[src/rtl/run_sequencer.sv]
// Launch/monitor controller: runs NUM_PROGS programs back-to-back on a core via a
// Start/Ack handshake, timing each run and flagging watchdog timeouts.
module run_sequencer #(
  parameter int unsigned NUM_PROGS = 3,
  parameter int unsigned CYC_W     = 16,
  parameter int unsigned TIMEOUT   = 10000,
  parameter int unsigned PSEL_W    = (NUM_PROGS > 1) ? $clog2(NUM_PROGS) : 1
) (
  input  logic                 clk,
  input  logic                 rst_n,
  input  logic                 go,
  input  logic                 abort,
  input  logic                 ack,
  output logic                 start,
  output logic [PSEL_W-1:0]    prog_sel,
  output logic                 busy,
  output logic                 done,
  output logic                 run_valid,
  output logic [PSEL_W-1:0]    run_idx,
  output logic [CYC_W-1:0]     run_cycles,
  output logic                 run_fail,
  output logic [NUM_PROGS-1:0] fail_mask,
  output logic                 aborted
);

  typedef enum logic [2:0] {
    StIdle,
    StLaunch,
    StWait,
    StReport,
    StDrain,
    StDone
  } state_e;

  localparam logic [CYC_W-1:0]  TimeoutVal = CYC_W'(TIMEOUT);
  localparam logic [PSEL_W-1:0] LastProg   = PSEL_W'(NUM_PROGS - 1);

  state_e                 state_q, state_d;
  logic [PSEL_W-1:0]      prog_sel_q, prog_sel_d;
  logic [PSEL_W-1:0]      run_idx_q, run_idx_d;
  logic [CYC_W-1:0]       cnt_q, cnt_d, cnt_inc;
  logic [CYC_W-1:0]       run_cycles_q, run_cycles_d;
  logic                   run_fail_q, run_fail_d;
  logic [NUM_PROGS-1:0]   fail_mask_q, fail_mask_d;
  logic                   aborted_q, aborted_d;
  logic                   active;

  assign cnt_inc = cnt_q + CYC_W'(1);
  assign active  = (state_q != StIdle) && (state_q != StDone);

  always_comb begin
    state_d      = state_q;
    prog_sel_d   = prog_sel_q;
    run_idx_d    = run_idx_q;
    cnt_d        = cnt_q;
    run_cycles_d = run_cycles_q;
    run_fail_d   = run_fail_q;
    fail_mask_d  = fail_mask_q;
    aborted_d    = aborted_q;

    unique case (state_q)
      StIdle, StDone: begin
        if (go) begin
          state_d      = StLaunch;
          prog_sel_d   = '0;
          fail_mask_d  = '0;
          aborted_d    = 1'b0;
          run_idx_d    = '0;
          run_cycles_d = '0;
          run_fail_d   = 1'b0;
        end
      end
      StLaunch: begin
        cnt_d   = '0;
        state_d = StWait;
      end
      StWait: begin
        cnt_d = cnt_inc;
        // Ack on the timeout cycle still counts as success.
        if (ack) begin
          state_d      = StReport;
          run_idx_d    = prog_sel_q;
          run_cycles_d = cnt_inc;
          run_fail_d   = 1'b0;
        end else if (cnt_inc == TimeoutVal) begin
          state_d                 = StReport;
          run_idx_d               = prog_sel_q;
          run_cycles_d            = TimeoutVal;
          run_fail_d              = 1'b1;
          fail_mask_d[prog_sel_q] = 1'b1;
        end
      end
      StReport: begin
        state_d = StDrain;
      end
      StDrain: begin
        if (!ack) begin
          if (prog_sel_q == LastProg) begin
            state_d = StDone;
          end else begin
            prog_sel_d = prog_sel_q + PSEL_W'(1);
            state_d    = StLaunch;
          end
        end
      end
      default: begin
        state_d = StIdle;
      end
    endcase

    // Abort overrides everything, including a coincident Ack or timeout.
    if (abort && active) begin
      state_d      = StDone;
      aborted_d    = 1'b1;
      prog_sel_d   = prog_sel_q;
      run_idx_d    = run_idx_q;
      cnt_d        = cnt_q;
      run_cycles_d = run_cycles_q;
      run_fail_d   = run_fail_q;
      fail_mask_d  = fail_mask_q;
    end
  end

  always_ff @(posedge clk or negedge rst_n) begin
    if (!rst_n) begin
      state_q      <= StIdle;
      prog_sel_q   <= '0;
      run_idx_q    <= '0;
      cnt_q        <= '0;
      run_cycles_q <= '0;
      run_fail_q   <= 1'b0;
      fail_mask_q  <= '0;
      aborted_q    <= 1'b0;
    end else begin
      state_q      <= state_d;
      prog_sel_q   <= prog_sel_d;
      run_idx_q    <= run_idx_d;
      cnt_q        <= cnt_d;
      run_cycles_q <= run_cycles_d;
      run_fail_q   <= run_fail_d;
      fail_mask_q  <= fail_mask_d;
      aborted_q    <= aborted_d;
    end
  end

  // Start is suppressed in the same cycle Abort is seen so no launch follows an abort.
  assign start      = (state_q == StLaunch) && !abort;
  assign busy       = active;
  assign done       = (state_q == StDone);
  assign run_valid  = (state_q == StReport);
  assign prog_sel   = prog_sel_q;
  assign run_idx    = run_idx_q;
  assign run_cycles = run_cycles_q;
  assign run_fail   = run_fail_q;
  assign fail_mask  = fail_mask_q;
  assign aborted    = aborted_q;

endmodule
[config.mk]
export PLATFORM = sky130hd
export DESIGN_NAME = run_sequencer
export DESIGN_NICKNAME = d
export VERILOG_FILES = /design/src/rtl/run_sequencer.sv
export SDC_FILE = /design/constraint.sdc
export NUM_CORES = 1
export LEC_CHECK = 0
export CORE_UTILIZATION = 60
export DETAILED_ROUTE_END_ITERATION = 8
export GPL_TIMING_DRIVEN = 1
export PLACE_DENSITY = 0.86
export SLEW_MARGIN = 20
export SYNTH_ARGS = -nofsm -noshare
export SYNTH_HDL_FRONTEND = slang
export SYNTH_SLANG_ARGS = --single-unit
[constraint.sdc]
create_clock -name clk -period 4.5 [get_ports clk]
set_clock_uncertainty 0.1 [all_clocks]
set_input_delay 0.9 -clock clk [delete_from_list [all_inputs] [get_ports clk]]
set_output_delay 0.9 -clock clk [all_outputs]
set_load 0.05 [all_outputs]
==> flow_summary_export.csv <==
group,metric,value,unit
outcome,status,"finished with violations",
outcome,violations,"DRC",
place,portBuffers,33,
timing,timing.setup.tns,0,ps
clocking,cts_setup_buffers,0,
detailed_routing,first_pass_iters,7,
worst_setup_path,cp_top_family,"buffers and inverters",
final_layout,finish.utilization,71.85,%
place,dpl_worst_slack,973.9,ps
clocking,root_buffer,"clkbuf_8",
synthesis,synth-async-reset-ratio,100.0,%
timing,max_freq,279.4,MHz
clocking,clk_latency,300,ps
worst_setup_path,slowest_delay,840,ps
worst_setup_path,critPathMostFrequentCell,"clkdlybuf4s50_1",
clocking,ctsResizeCount,0,
clocking,ctsHoldBuffers,0,
synthesis,syn_area,2836,um^2
timing,relSlewSlack,32.92,%
clocking,cts_tree,"built",
worst_setup_path,worstPathRequired,3500,ps
clocking,clkTransAtPathRegs,80,ps
timing,hold_violations,0,
grt,grt_overflow,0,
clocking,cts_buffer_depth,2,
place,hpwl,4528,um
detailed_routing,vias,2520,
grt,groute.usage.overall,28.93,%
synthesis,syn_area_per_cell,8.976,um^2
detailed_routing,wire_per_inst,17.43,um
clocking,numCtsBuffers,5,
worst_setup_path,cp.arrival,2580,ps
clocking,cts.htree.levels,2,
grt,gr-usage-met3,4.843,%
worst_setup_path,cp-end-kind,"output pin",
synthesis,yosysSeqAreaShare,38.82,%
worst_setup_path,cp_num_buf_inv,2,
timing,fin_ws,921.3,ps
floorplanning,fp.coreArea,4444,um^2
final_layout,n_antenna_cell,0,
grt,grt_max_degree,45,
final_layout,syn_to_final_growth,12.57,%
synthesis,ys_types,65,
detailed_routing,remaining_drc_errors,6,
synthesis,ys_ff_latch,44,
synthesis,synth_nets,326,
place,gp_congestion,0.8743,
job,maxCapViolations,0,
synthesis,yosysWarnings,0,
clocking,cts.sinks,44,
worst_setup_path,criticalPathCategory,"input port to output pin",
detailed_routing,vias_per_cell,6.597,
grt,grt_busiest_layer,"met2",
detailed_routing,first_iter_violations,234,
worst_setup_path,path_cells,"clkdlybuf4s50_1 > nor3_1 > clkdlybuf4s50_1",
pwr,ir_drop,0.0004676,V
grt,met1_usage,42.50,%
worst_setup_path,critPathLaunchType,"input port",
timing,tightest_slew,1006,ps
grt,grt_pass1_vias,2299,
synthesis,synth_edf_count,0,
final_layout,layout_commonest_cell,"dfrtp_1",
detailed_routing,antenna_left,0,
grt,grt_first_pass_wirelength,11470,um
final_layout,drive_gt1_share,10.00,%
worst_setup_path,cp_slowest_cell,"clkdlybuf4s50_1",
floorplanning,start_util,63.82,%
timing,rsz0062_at_grt,"false",
pwr,p_leak,1.295,nW
floorplanning,num_rows,24,
final_layout,final_cell_mix,"dfrtp_1, clkdlybuf4s50_1, o21ai_0",
timing,maxSlewViolCount,0,
grt,grtUsageMet2,45.30,%
timing,setup_viol,0,
final_layout,design_area,3193,um^2
pwr,p_per_area,419.7,nW/um^2
synthesis,netlist_instances,316,
timing,finalCritPeriodShare,79.53,%
synthesis,synth_ff_type,"dfrtp_1",
grt,antenna_found_initial,0,
floorplanning,ioPinCount,34,
final_layout,nets,339,
detailed_routing,drt_wl_total,6659,um
worst_setup_path,crit_fanout,9,
floorplanning,die_y,70.76,um
floorplanning,die-width,70.76,um
pwr,finalPower,1.340,mW
timing,fin_crit,3579,ps
hold_path,min_path_type,"register to register",
place,postPlaceCellArea,3100,um^2
floorplanning,die_area,5006,um^2
[sequential cells by signal, indices dropped and copies added (netlist names)]
register	cells
prog_sel	2
run_idx	2
run_fail	1
run_cycles	16
fail_mask	3
state_q	3
cnt_q	16
aborted	1
[metal layers]
metal / routed length, um / part of all wire (%)
met1: 3079 / 46
met2: 3084 / 46
met3: 428 / 6.4
met4: 66 / 0.99
met5: 0 / 0
[path summary, 6_finish.rpt]
check | start | endpoint | slack, ps | cells past startpoint
worst max-delay path | abort | start | 920 | 3
worst min-delay path | fail_mask[2] | fail_mask[2] | 410 | 1
worst max register to register | cnt_q[0] | run_cycles[10] | 1500 | 6
worst min register to register | fail_mask[2] | fail_mask[2] | 410 | 1
max in group asynchronous | rst_n | run_cycles[12] | 3000 | 1
min in group asynchronous | rst_n | fail_mask[2] | 660 | 1
[synthesized netlist by cell type, types with 2 or more instances]
| cell type | number | area share [%] |
|---|---|---|
| a31oi_1 | 3 | 0.66 |
| and4_1 | 7 | 2.2 |
| or3_1 | 6 | 1.3 |
| o31ai_1 | 3 | 0.79 |
| o21ai_1 | 4 | 0.71 |
| nand3_1 | 8 | 1.4 |
| a211oi_1 | 2 | 0.53 |
| o32ai_1 | 2 | 0.62 |
| mux2i_1 | 3 | 1.1 |
| a2bb2oi_1 | 9 | 2.8 |
| o22ai_1 | 2 | 0.44 |
| ha_1 | 5 | 2.2 |
| o21ai_0 | 27 | 4.8 |
| or2_2 | 4 | 0.88 |
| xor2_1 | 4 | 1.2 |
| a21o_1 | 2 | 0.53 |
| nor2b_1 | 5 | 1.1 |
| nor2_1 | 22 | 2.9 |
| clkbuf_1 | 19 | 2.5 |
| o21ai_2 | 9 | 2.8 |
| nor3_1 | 5 | 0.88 |
| buf_2 | 6 | 1.1 |
| nand4_2 | 2 | 0.88 |
| nand2_1 | 26 | 3.4 |
| o221ai_1 | 2 | 0.62 |
| a21oi_1 | 14 | 2.5 |
| dfrtp_1 | 44 | 39 |
| xnor2_1 | 9 | 2.8 |
| nand2b_1 | 4 | 0.88 |
| inv_1 | 12 | 1.6 |
| a22o_1 | 5 | 1.5 |
| nand4_1 | 5 | 1.1 |
| nor4_1 | 4 | 0.88 |
[where the power goes]
group / switching (mW) / internal (mW)
clock network: 0.136 / 0.123
logic: 0.384 / 0.194
registers: 0.0658 / 0.438
total: 0.585 / 0.755
[stage by stage]
stage,cells,hold WS [ps]
final,382,407.3
after global routing,382,424.4
after CTS,382,414.4
after detailed placement,374,390.9
after global placement,374,392.0
after floorplan,316,429.2
[layout make-up]
cell class | count | area (um^2)
multi-input combinational | 233 | 1564
sequential | 44 | 1101
clock inverter | 2 | 10.01
tap | 52 | 65.06
clock buffer | 6 | 82.58
timing repair buffer | 33 | 325.3
fill | 358 | 1251
inverter | 12 | 45.04
[cells by family (layout without fill, tap and decap cells)]
logic type                 after synthesis  count (layout)  synth area share [%]
muxes                                    4               4                 1.456
and+or+nand+nor                        111             111                 21.88
adders and majority gates                5               5                 2.206
buffers and inverters                   39              53                 6.043
xor gates and xnor gates                13              13                 4.014
AOI/OAI and AO/OA                      100             100                 25.59
DFF                                     44              44                 38.82
Note: power is estimated with default switching activity, not from simulation.
==> RTL edit 1, RTL diff (config.mk and constraints unchanged) <==
The parameter `CYC_W` goes from 16 to 32.
--- a/src/rtl/run_sequencer.sv
+++ b/src/rtl/run_sequencer.sv
@@ -2,7 +2,7 @@
 // Start/Ack handshake, timing each run and flagging watchdog timeouts.
 module run_sequencer #(
   parameter int unsigned NUM_PROGS = 3,
-  parameter int unsigned CYC_W     = 16,
+  parameter int unsigned CYC_W     = 32,
   parameter int unsigned TIMEOUT   = 10000,
   parameter int unsigned PSEL_W    = (NUM_PROGS > 1) ? $clog2(NUM_PROGS) : 1
 ) (
Ports: changed (resized run_cycles); port bits go from 34 to 50. The function was not compared with the original's and may differ.
==> RTL edit 1 against the original RTL <==
  * Non-clock buffer count up 19
  * Largest power group is now sequential cells
  * Final cell count grew 64%
  * Sequential cell count up 32
  * Setup slack got worse by 450 ps
  * Total power increased by 47%
  * Cell area is 61% higher
  * Critical path type is now reg2reg
  * Synthesized cell count is 59% higher
  * Area after synthesis is 61% higher
  * Wire length grew 71%
==> RTL edit 1: results (changes against the original RTL) <==
{
  "synth.area.mux_share": {"value": 0.00220, "change": "-0.0124"},
  "synth_top_area_frac": {"value": 0.417, "change": "+0.0292"},
  "htree_num_levels": {"value": 3, "change": "+1"},
  "global_route.usage.total": {"value": 0.314, "change": "+0.0249"},
  "crit_path_top_delay_cell": "nor4_1",
  "leakage": {"value": 2.03, "unit": "nW", "change": "+57%"},
  "route.vias.total": {"value": 4108, "change": "+63%"},
  "status": "finished, final reports clean",
  "worst_skew_pair.late_latency": {"value": 360, "unit": "ps", "change": "+60 ps"},
  "fillerInstances": {"value": 575, "change": "+61%"},
  "cts.repair.resized": {"value": 0, "change": "unchanged"},
  "grt_max_degree": {"value": 77, "change": "+71%"},
  "dp.final_hpwl": {"value": 7620, "unit": "um", "change": "+68%"},
  "place_area": {"value": 4970, "unit": "um2", "change": "+60%"},
  "cts.repair_timing.setup_buffer_count": {"value": 0, "change": "unchanged"},
  "max_stage_delay": {"value": 730, "unit": "ps", "change": "-110 ps"},
  "synth_compound_gate_area_share": {"value": 0.202, "change": "-0.0543"},
  "route.detailed.wl_per_inst": {"value": 18.2, "unit": "um", "change": "+4.5%"},
  "yosys_warnings": {"value": 0, "change": "unchanged"},
  "hp-class": "reg2reg",
  "synth_instances": {"value": 503, "change": "+59%"},
  "drive_above_1_share": {"value": 0.0779, "change": "-0.0221"},
  "synth_sequential_area_ratio": {"value": 0.417, "change": "+0.0292"},
  "worst-endpoint-arrival": {"value": 4140, "unit": "ps", "change": "+1560 ps"},
  "worst_ir_drop_on_vdd": {"value": 0.392, "unit": "mV", "change": "-16%"},
  "most_frequent_cells_after_synthesis": "76 x dfrtp_1, 59 x nand2_1, 44 x nor2_1",
  "syn_nets": {"value": 513, "change": "+57%"},
  "yosys.area_share.adder": {"value": 0.0137, "change": "-0.00833"},
  "first_pass_grt_wire_length": {"value": 18800, "unit": "um", "change": "+64%"},
  "drt_first_iter_violations": {"value": 404, "change": "+73%"},
  "worst_slew_pin_slew": {"value": 952, "unit": "ps", "change": "-54.5 ps"},
  "finalNonFillerCells": {"value": 625, "change": "+64%"},
  "grt_pass1_vias": {"value": 3841, "change": "+67%"},
  "post-place-cells": {"value": 610, "change": "+63%"},
  "cts_buffers": {"value": 9, "change": "+4"},
  "drt_pass1_iterations": {"value": 5, "change": "-2"},
  "clock-root-buffer": "clkbuf_8",
  "ys_top_cells_by_area": "dfrtp_1 42%, nand2_1 4.9%, o21ai_0 4.5%, xnor2_1 3.7%, nor2_1 3.6%",
  "synth-xor-area-share": {"value": 0.0615, "change": "+0.0214"},
  "place_congestion": {"value": 0.919, "change": "+5.1%"},
  "placement.io_buffers": {"value": 49, "change": "+48%"},
  "yosysUniqueCellTypes": {"value": 55, "change": "-15%"},
  "crit_fanout": {"value": 18, "change": "+9"},
  "synth_async_sr_flop_share": {"value": 1.00, "change": "unchanged"},
  "design.final.nets": {"value": 532, "change": "+57%"}
}
## RTL edit 1: cell types whose count changed in the layout (fill, tap and decap cells not counted), moves of 8 or more
cell,change
a2bb2oi_1,-9
nand4_1,+14
o21ai_0,+14
o2bb2ai_1,+16
o31ai_1,+9
nor2_1,+22
xor2_1,+9
xnor2_1,+10
clkdlybuf4s50_1,+16
nand3_1,+14
dfrtp_1,+32
o2bb2ai_2,+10
o21ai_2,-8
nand2_1,+32
## RTL edit 1: critical path, delay by kind of cell (launching register included)
| kind | cells | cell delay (ps) |
|---|---|---|
| AO/OA/AOI/OAI | 4 | 1170 |
| AND/OR/NAND/NOR | 3 | 1540 |
| XOR/XNOR | 1 | 230 |
| flip-flops | 1 | 510 |
| buffers and inverters | 1 | 310 |
## RTL edit 1: routing by layer
metal  GRT usage  wire length [um]  vias to the layer above
met5           0                 0                        -
met1       0.417              4890                     1993
met3      0.0572               814                       39
li1            -                 -                     1864
met2       0.498              5380                      212
met4       0.154               304                        0
## RTL edit 1: final timing paths
kind	slack, ps	cells past startpoint	startpoint	end
worst max-delay path	480	9	cnt_q[2]	run_cycles[16]
worst min-delay path	380	2	fail_mask[2]	fail_mask[2]
worst max register to register	480	9	cnt_q[2]	run_cycles[16]
worst min register to register	380	2	fail_mask[2]	fail_mask[2]
max in group asynchronous	3120	1	rst_n	cnt_q[16]
min in group asynchronous	570	1	rst_n	run_cycles[17]
## RTL edit 1: power by group
part	switching, W	internal [W]	leakage [nW]	total, W
clock	0.000260	0.000225	0.0872	0.000485
combinational	0.000479	0.000199	0.900	0.000678
sequential	0.0000729	0.000734	1.05	0.000807
total	0.000811	0.00116	2.03	0.00197
## RTL edit 1: metrics by stage
step                      utilization  setup WS [ps]
after floorplan                     -           1320
after global placement          0.682            716
after detailed placement        0.682            519
after CTS                       0.706            511
after global routing            0.706            197
final                           0.706            475
## RTL edit 1: kinds of logic (layout without fill, tap and decap cells)
logic type,after synthesis,count (layout)
and+or+nand+nor,210,210
AOI/OAI and AO/OA,125,125
DFF,76,76
buffers and inverters,54,77
xor gates and xnor gates,32,32
adders and majority gates,5,5
muxes,1,1
## RTL edit 1: area by class of cell
type                       count  area, um2  share of cell area
clock inverter                 4       25.0             0.00486
timing repair buffer          52        510              0.0991
multi-input combinational    373       2400               0.466
sequential                    76       1900               0.369
clock buffer                  11        151              0.0294
tap                           99        124              0.0241
inverter                      10       37.5             0.00729
==> RTL edit 2, RTL diff (same flow settings) <==
Made on the original files. Make the reset (`rst_n`) synchronous in one clocked block.
--- a/src/rtl/run_sequencer.sv
+++ b/src/rtl/run_sequencer.sv
@@ -121,7 +121,7 @@
     end
   end
 
-  always_ff @(posedge clk or negedge rst_n) begin
+  always_ff @(posedge clk) begin
     if (!rst_n) begin
       state_q      <= StIdle;
       prog_sel_q   <= '0;
Function: differs if rst_n is asserted again (counterexample within 4 cycles, from zero or initial values and one cycle with rst_n low); with rst_n held inactive, the same outputs for 10 cycles.
==> RTL edit 2 against the original RTL <==
  * Setup slack got worse by 7.1 ps
  * Wire length down 23%
  * Non-clock buffer count up 1
  * Register-to-register slack got worse by 100 ps
  * Cell area is 11% lower
  * Critical path depth stayed put
  * Largest cell class unchanged
  * Sequential share of layout area fell by 3.5 points
  * Area after synthesis shrank 13%
  * Highest routed layer unchanged
  * Sequential cell count did not move
Power is not compared: it rests on default switching activity, and its combinational part moved more than twofold at a synthesized area within 25%.
==> RTL edit 2: results (changes against the original RTL) <==
{
  "status": "finished, final reports clean",
  "most_frequent_cells_after_synthesis": "46 x nand2_1, 44 x dfxtp_1, 18 x o21ai_0",
  "drt_pass1_iterations": {"value": 5, "change": "-2"},
  "yosysUniqueCellTypes": {"value": 50, "change": "-23%"},
  "synth_compound_gate_area_share": {"value": 0.144, "change": "-0.112"},
  "grt_max_degree": {"value": 47, "change": "+4.4%"},
  "place_congestion": {"value": 0.873, "change": "-0.19%"},
  "synth_sequential_area_ratio": {"value": 0.357, "change": "-0.0315"},
  "holdWs": {"value": 359, "unit": "ps", "change": "-48.7 ps"},
  "timing.rr.start": "cnt_q[0]",
  "ys_top_cells_by_area": "dfxtp_1 36%, nand2_1 7.0%, mux2i_1 6.5%, xnor2_1 3.9%, o21ai_0 3.6%",
  "reg2reg_to": "run_cycles[7]",
  "dp.final_hpwl": {"value": 3500, "unit": "um", "change": "-23%"},
  "design.final.nets": {"value": 321, "change": "-5.3%"},
  "grt_pass1_vias": {"value": 1910, "change": "-17%"},
  "worst_reg2reg_path_depth": {"value": 7, "change": "+1"},
  "detail_route.vias_per_cell": {"value": 5.92, "change": "-10%"},
  "worst_slew_pin_slew": {"value": 923, "unit": "ps", "change": "-82.9 ps"},
  "synth.area.mux_share": {"value": 0.0648, "change": "+0.0503"},
  "drive_above_1_share": {"value": 0.0575, "change": "-0.0425"},
  "drt_first_iter_violations": {"value": 179, "change": "-24%"},
  "worst-endpoint-arrival": {"value": 2590, "unit": "ps", "change": "about the same"},
  "global_route.usage.total": {"value": 0.266, "change": "-0.0234"},
  "crit_fanout": {"value": 12, "change": "+3"},
  "yosys.area_share.adder": {"value": 0.0203, "change": "-0.00179"},
  "synth-main-ff-cell": "dfxtp_1",
  "r2r_slack": {"value": 1400, "unit": "ps", "change": "-100 ps"},
  "core_area": {"value": 3800, "unit": "um2", "change": "-15%"},
  "first_pass_grt_wire_length": {"value": 8810, "unit": "um", "change": "-23%"},
  "max_stage_delay_ps": 850
}
RTL edit 2: stage by stage:
| stage | util | worst slack [ps] | cell area, um2 | cells | power, W |
|---|---|---|---|---|---|
| final | 0.749 | 914 | 2850 | 361 | 0.000851 |
| after global routing | 0.749 | 806 | 2850 | 361 | 0.000890 |
| after CTS | 0.749 | 900 | 2850 | 361 | 0.000858 |
| after detailed placement | 0.725 | 902 | 2760 | 353 | 0.000607 |
| after global placement | 0.725 | 959 | 2760 | 353 | 0.000606 |
| after floorplan | - | 975 | 2470 | 292 | 0.000569 |
RTL edit 2: cells by family (layout without fill, tap and decap cells):
kind of cell               Yosys count  after routing
DFF                                 44             44
AOI/OAI and AO/OA                   54             54
adders and majority gates            4              4
and+or+nand+nor                    131            131
xor gates and xnor gates            15             15
muxes                               16             16
buffers and inverters               28             49
RTL edit 2: metal layers:
layer | share of wire | vias up | track usage
met5 | 0 | - | 0
met1 | 0.46 | 986 | 0.361
met2 | 0.45 | 73 | 0.397
met4 | 0.019 | 0 | 0.0984
met3 | 0.068 | 12 | 0.0776
li1 | - | 1067 | -
RTL edit 2: area by class of cell:
| cell class | instances | area (um2) |
|---|---|---|
| multi-input cells | 220 | 1450 |
| clock buffers | 8 | 90.1 |
| repair buffers | 34 | 338 |
| flip-flops and latches | 44 | 881 |
| inverters | 7 | 26.3 |
| fillers | 306 | 953 |
| well taps | 48 | 60.1 |
RTL edit 2: how the worst min path moves through the flow:
stage	end	startpoint	depth (start not counted)
CTS	run_cycles[11]	run_cycles[11]	2
detailed placement	run_cycles[11]	run_cycles[11]	2
floorplan	cnt_q[12]	cnt_q[12]	2
finish	run_idx[0]	run_idx[0]	2
global placement	run_cycles[5]	run_cycles[5]	2
global route	run_cycles[11]	run_cycles[11]	2
RTL edit 2: where the power goes:
part	internal, W	leakage, nW	switching [W]
clock network	0.000125	0.0455	0.000125
registers	0.000401	0.356	0.0000149
logic	0.0000691	0.624	0.000116
RTL edit 2: worst register-to-register path, stage by stage, from the launching register on:
cell	delay, ps
dfxtp_1	450
ha_1	360
nand4_2	230
nor2_1	240
xnor2_1	170
nor4_4	360
a41o_1	850
mux2i_1	280
